## src/rtl/mdu_ctrl.sv

```systemverilog
// RV32M multiply/divide controller: multiplies go to an external pipelined multiplier,
// divides run on a local restoring divider. Optional last-divide reuse cache: MDU_REUSE_EN.
module mdu_ctrl #(
    parameter int DATA_WIDTH = 32
) (
    input  logic                  clk,
    input  logic                  rst,
    input  logic                  req,
    input  logic [2:0]            funct3,
    input  logic [DATA_WIDTH-1:0] a,
    input  logic [DATA_WIDTH-1:0] b,
    input  logic                  flush,
    output logic [DATA_WIDTH-1:0] o,
    output logic                  stall,
    output logic                  mul_req,
    output logic [1:0]            mul_opcode,
    output logic [DATA_WIDTH-1:0] mul_a,
    output logic [DATA_WIDTH-1:0] mul_b,
    input  logic [DATA_WIDTH-1:0] mul_o,
    input  logic                  mul_stall
);
    localparam int CW = $clog2(DATA_WIDTH + 1);
    localparam logic [DATA_WIDTH-1:0] MIN_NEG = {1'b1, {(DATA_WIDTH-1){1'b0}}};

    typedef enum logic [2:0] {IDLE, MUL_BUSY, MUL_DRAIN, DIV_RUN, DIV_FIN} state_t;

    state_t                state;
    logic [CW-1:0]         count;
    logic [DATA_WIDTH-1:0] quo, rem, dvsr;
    logic                  q_neg, r_neg, sel_rem;

    logic                  is_div, sgn, a_neg, b_neg, div_zero, ovf, hit;
    logic [DATA_WIDTH-1:0] abs_a, abs_b, q_fix, r_fix, div_res, hit_q, hit_r;
    logic [DATA_WIDTH:0]   r_sh, diff;

    assign is_div   = funct3[2];
    assign sgn      = ~funct3[0];
    assign a_neg    = sgn & a[DATA_WIDTH-1];
    assign b_neg    = sgn & b[DATA_WIDTH-1];
    assign abs_a    = a_neg ? -a : a;
    assign abs_b    = b_neg ? -b : b;
    assign div_zero = (b == '0);
    assign ovf      = sgn && (a == MIN_NEG) && (b == '1);

    // Partial remainder shifted left with the next dividend bit; borrow in the top bit.
    assign r_sh = {rem, quo[DATA_WIDTH-1]};
    assign diff = r_sh - {1'b0, dvsr};

    assign q_fix   = q_neg ? -quo : quo;
    assign r_fix   = r_neg ? -rem : rem;
    assign div_res = sel_rem ? r_fix : q_fix;

`ifdef MDU_REUSE_EN
    logic                  c_vld, c_uns, p_uns;
    logic [DATA_WIDTH-1:0] c_a, c_b, c_q, c_r, p_a, p_b;

    assign hit   = c_vld && (c_a == a) && (c_b == b) && (c_uns == funct3[0]);
    assign hit_q = c_q;
    assign hit_r = c_r;

    // Operands are captured at acceptance and committed with the sign-fixed results.
    always_ff @(posedge clk) begin
        if (rst || flush) begin
            c_vld <= 1'b0;
        end else begin
            if (state == IDLE && req && is_div) begin
                p_a   <= a;
                p_b   <= b;
                p_uns <= funct3[0];
            end
            if (state == DIV_FIN) begin
                c_vld <= 1'b1;
                c_a   <= p_a;
                c_b   <= p_b;
                c_uns <= p_uns;
                c_q   <= q_fix;
                c_r   <= r_fix;
            end
        end
    end
`else
    assign hit   = 1'b0;
    assign hit_q = '0;
    assign hit_r = '0;
`endif

    always_ff @(posedge clk) begin
        if (rst) begin
            state <= IDLE;
            count <= '0;
        end else if (flush) begin
            count <= '0;
            // A killed multiply must still drain out of the external pipeline.
            state <= ((state == MUL_BUSY || state == MUL_DRAIN) && mul_stall) ? MUL_DRAIN : IDLE;
        end else begin
            case (state)
                IDLE: if (req) begin
                    if (!is_div) begin
                        if (mul_stall) state <= MUL_BUSY;
                    end else begin
                        sel_rem <= funct3[1];
                        if (div_zero) begin
                            quo   <= '1;
                            rem   <= a;
                            q_neg <= 1'b0;
                            r_neg <= 1'b0;
                            state <= DIV_FIN;
                        end else if (ovf) begin
                            quo   <= MIN_NEG;
                            rem   <= '0;
                            q_neg <= 1'b0;
                            r_neg <= 1'b0;
                            state <= DIV_FIN;
                        end else if (hit) begin
                            quo   <= hit_q;
                            rem   <= hit_r;
                            q_neg <= 1'b0;
                            r_neg <= 1'b0;
                            state <= DIV_FIN;
                        end else begin
                            quo   <= abs_a;
                            rem   <= '0;
                            dvsr  <= abs_b;
                            q_neg <= a_neg ^ b_neg;
                            r_neg <= a_neg;
                            count <= CW'(DATA_WIDTH);
                            state <= DIV_RUN;
                        end
                    end
                end
                MUL_BUSY, MUL_DRAIN: if (!mul_stall) state <= IDLE;
                DIV_RUN: begin
                    if (!diff[DATA_WIDTH]) begin
                        rem <= diff[DATA_WIDTH-1:0];
                        quo <= {quo[DATA_WIDTH-2:0], 1'b1};
                    end else begin
                        rem <= r_sh[DATA_WIDTH-1:0];
                        quo <= {quo[DATA_WIDTH-2:0], 1'b0};
                    end
                    count <= count - 1'b1;
                    if (count == CW'(1)) state <= DIV_FIN;
                end
                DIV_FIN: state <= IDLE;
                default: state <= IDLE;
            endcase
        end
    end

    always_comb begin
        stall   = 1'b0;
        o       = '0;
        mul_req = 1'b0;
        if (!rst && !flush) begin
            case (state)
                IDLE: if (req) begin
                    if (!is_div) begin
                        mul_req = 1'b1;
                        stall   = mul_stall;
                        if (!mul_stall) o = mul_o;
                    end else begin
                        stall = 1'b1;
                    end
                end
                MUL_BUSY: begin
                    mul_req = req;
                    stall   = mul_stall;
                    if (!mul_stall) o = mul_o;
                end
                MUL_DRAIN: stall = req;
                DIV_RUN:   stall = 1'b1;
                DIV_FIN:   o = div_res;
                default:   stall = 1'b0;
            endcase
        end
    end

    assign mul_opcode = funct3[1:0];
    assign mul_a      = a;
    assign mul_b      = b;
endmodule

```

## config.mk

```make
export PLATFORM = sky130hd
export DESIGN_NAME = mdu_ctrl
export DESIGN_NICKNAME = d
export VERILOG_FILES = /design/src/rtl/mdu_ctrl.sv
export SDC_FILE = /design/constraint.sdc
export NUM_CORES = 1
export LEC_CHECK = 0
export ABC_AREA = 1
export BUFFER_PORTS_ARGS = -buffer_cell sky130_fd_sc_hd__buf_2
export CAP_MARGIN = 20
export CORE_ASPECT_RATIO = 1.1
export CORE_MARGIN = 1
export CORE_UTILIZATION = 35
export CTS_CLUSTER_SIZE = 40
export DETAILED_ROUTE_END_ITERATION = 10
export SLEW_MARGIN = 25
export SYNTH_ARGS = -nofsm -noshare
export SYNTH_HDL_FRONTEND = slang
export SYNTH_SLANG_ARGS = --single-unit
export TNS_END_PERCENT = 50
```

## constraint.sdc

```tcl
create_clock -name clk -period 8.85 [get_ports clk]
set_input_delay 0.885 -clock clk [delete_from_list [all_inputs] [get_ports clk]]
set_output_delay 0.885 -clock clk [all_outputs]
set_load 0.02 [all_outputs]
```

==> impl.org <==
** Run status
- Result of the run :: completed

** Logic synthesis
- The Yosys step of the flow raised 0 warnings.
- Adder-cell share of the synthesized area :: 4.14%
- The cell area that synthesis handed to floorplanning was 12300 sq um.
- Multiplexer cells account for 0% of the synthesized area.
- Syn nets :: 2130
- The most used flip-flop cell after synthesis is edfxtp_1.
- Average cell area after synthesis :: 6.18 sq um
- Share of the synthesized area in compound gates (AO/OA/AOI/OAI) :: 10.4%
- Number of synthesized flops with an enable pin :: 99
- Xor-xnor portion of the synthesized cell area :: 4.43%
- Of the total synthesized cell area, the portion taken by AND, OR, NAND and NOR gates is 40.4%.
- Synthesis inferred 108 register bits.
- Of all flip-flops after synthesis, the portion carrying an async set or reset was 0%.
- Largest family of logic cells by synthesized area :: simple AND/OR/NAND/NOR gates
- Number of instances in the synthesized netlist :: 1986
- The number of different library cells used by synthesis comes to 47.
- Sequential area share after synthesis :: 25.7%

** GRT
- Congestion Overflow GR :: 0
- GRT Resource Usage Total :: 23.9%
- Entering global routing, the biggest net connects 68 pins.
- The first global-routing pass estimated 66.2 mm of wire.
- Via count of the first global-routing pass :: 12.3k
- Initial antenna violation count :: 1

** CTS
- Clock-pin slew was measured on the worst setup and hold paths at 80 ps.
- Clock tree synthesis inserted a total of 9 buffers.
- Clock tree buffer depth :: 2
- TritonCTS clock tree :: yes
- Clock network latency to the later pin of the worst-skew pair :: 370 ps
- Post-CTS resize count :: 0
- The H-tree was split into 3 levels.
- Clock Root Buffer :: clkbuf_16
- Count of hold buffers inserted by post-cts repair :: 0
- Post-CTS Setup Repair Bufs :: 0
- Clock tree synthesis found a total of 108 sinks.

** Timing
- Number of setup violations in the final report :: 0
- Headroom to the max-slew limit came out at 37.1%.
- Smallest setup slack after layout :: 4890 ps
- Count of endpoints failing hold in the final timing report :: 0
- Derived from the worst setup path, the maximum achievable clock frequency is 253 MHz.
- Hold slack :: 488 ps
- The worst path uses 44.7% of the clock period.
- The smallest clock period supported by the final layout is computed as 3960 ps.
- Setup repair after global routing missed its margin :: no
- The number of pins exceeding their max-slew limit in the final report came to 0.
- At the pin with the least slew margin, the transition time is 944 ps.
- Setup clock skew after layout :: 13.8 ps
- Total negative slack :: 0 ps

** Cells and area
- Post-route design area :: 13500 sq um
- Total Nets Final :: 2237
- Number of filler cells placed in the layout :: 3728
- In the final layout, the share of cells above drive strength 1 is 13.3%.
- Relative to the synthesized area, the layout overhead comes to 10.0%.
- Count of antenna diodes in the layout :: 0

** Power
- VDD sags by at most 0.0984 mV.
- Summed over all cells, the static leakage comes to 0.00658 uW.
- Sum of internal, switching and leakage power :: 1410 uW
- Dividing total power by cell area gives a power density of 105 nW/um^2.

** Hold path
- Hold/Removal Path Class :: reg -> reg

** Worst setup path
- Critical path class :: reg -> out
- Arrival @ worst endpoint :: 3070 ps
- At the worst endpoint, the required time is 7970 ps.
- The worst setup path is launched from a flop.
- STA classifies the critical path endpoint as a primary output.
- Of all nets on the critical path, the largest fanout is 9.

** Die
- The total area inside the core boundary comes to 34400 sq um.
- After floorplanning, the core was divided into 71 placement rows.
- Starting density of the core :: 35.7%
- DIE WIDTH :: 180 microns
- Measured along the y axis, the die boundary spans 198 microns.
- The die covers 35800 sq um.
- Boundary pin count :: 204

** Route
- Number of nets still failing antenna checks after routing :: 0
- Wire length reported by the detailed router :: 42.7 mm
- The detailed router placed 13.2k vias in this run.
- The pre-antenna-repair detailed-routing pass consisted of 5 iterations.
- DRC violation total after the first TritonRoute iteration :: 1125
- In the final routed layout, each cell accounts on average for 16.8 microns.
- Post-detailed-route via-to-cell ratio :: 5.20
- After detailed routing, the number of remaining DRC violations is 0.

** Placed design
- At the end of routability-driven placement, the weighted congestion stood at 0.962.
- During placement, the flow inserted port buffers numbering 203.
- Setup slack at placement :: 5380 ps
- Post-place instance area :: 13200 sq um
- Final HPWL from detailed placement :: 34.3 mm

** Job
- Max-cap violations in this run came to 0.
[kinds of logic after synthesis]
family                     after synthesis
and+or+nand+nor                       1156
DFF                                    108
buffers and inverters                  400
xor gates and xnor gates                62
adders and majority gates               40
AOI/OAI and AO/OA                      220
[worst max-delay path: stages (launching register included)]
cell and delay (ps):
edfxtp_1 430, inv_1 220, ha_1 300, nand2_1 80
nor2_1 240, nand4_1 140, nand2_1 280, inv_1 110
o21ai_0 400, nand3_1 180, a21oi_1 160, buf_2 180
[through the flow]
step,std cells,util [%]
5_1_grt,2536,39.3
4_1_cts,2535,39.2
3_5_place_dp,2519,38.3
6_report,2536,39.3
2_1_floorplan,1986,-
3_3_place_gp,2519,38.3
[worst paths after layout]
kind | start | endpoint | slack (ps) | cells past startpoint
setup / recovery | rem[0] | o[18] | 4890 | 11
hold / removal | count[1] | count[1] | 490 | 2
hold reg to reg | count[1] | count[1] | 490 | 2
setup reg to reg | state[0] | rem[23] | 5400 | 8
[final cells by class]
cell class	count	area [sq um]	area share, %
Multi-Input combinational cell	1478	7310	54.2
Inverter	280	1050	7.79
Timing Repair Buffer	216	1120	8.31
Clock inverter	4	35.0	0.260
Sequential cell	108	3150	23.4
Clock buffer	12	278	2.06
Tap cell	438	548	4.06
[placed cells by master (no fill, tap or decap), types with 2 or more instances in the layout]
cell type / Yosys / final
nand2_1: 616 / 616
inv_1: 276 / 276
nand3_1: 218 / 218
buf_2: 12 / 203
nor2_1: 198 / 196
edfxtp_1: 99 / 99
a21oi_1: 93 / 92
o21ai_0: 63 / 63
xor2_1: 42 / 42
nand4_1: 41 / 41
ha_1: 39 / 39
nor3_1: 32 / 32
a22oi_1: 21 / 21
xnor2_1: 20 / 20
buf_4: 68 / 12
nand2_2: 10 / 10
o211ai_1: 10 / 10
clkbuf_16: 0 / 10
nor2_2: 7 / 9
or2_2: 9 / 9
dfxtp_1: 9 / 9
nand3b_1: 8 / 8
o21bai_1: 7 / 7
o221ai_1: 5 / 5
inv_2: 4 / 4
o21ai_1: 4 / 4
a32oi_1: 4 / 4
nor2_4: 3 / 3
o21a_1: 3 / 3
o21ai_2: 2 / 2
nor4_2: 1 / 2
a21o_1: 2 / 2
a31oi_1: 2 / 2
nor3_2: 3 / 2
nand2_4: 2 / 2
nor4_1: 3 / 2
and2_1: 2 / 2
clkbuf_8: 0 / 2
[registers in the layout, summed over array words and instances (netlist names)]
register,cells
r_neg,1
dvsr,32
count,6
sel_rem,1
state,3
q_neg,1
quo,32
rem,32
[synthesized netlist by cell type (21+ instances only)]
cell type    n  area share [%]
nand2_1    616              19
inv_1      276             8.4
nand3_1    218             8.9
nor2_1     198             6.1
edfxtp_1    99              24
a21oi_1     93             3.8
buf_4       68             4.2
o21ai_0     63             2.6
xor2_1      42             3.0
nand4_1     41             2.1
ha_1        39             4.0
nor3_1      32             1.3
clkbuf_1    25            0.77
a22oi_1     21             1.3
[routing by layer]
metal	vias to the layer above	GRT usage, %	routed length, microns
met2	484	41.6	20300
met4	2	10.6	1800
met5	-	0	8
met1	6033	30.0	18100
li1	6586	-	-
met3	80	2.17	2390
[where the power goes]
group          leakage [uW]  internal [uW]  total, uW  switching [uW]
combinational       0.00544            119        370             251
clock              0.000157            229        449             221
sequential         0.000980            580        595            14.8
total               0.00658            928       1410             487
Power figures use the tool's default switching activity.
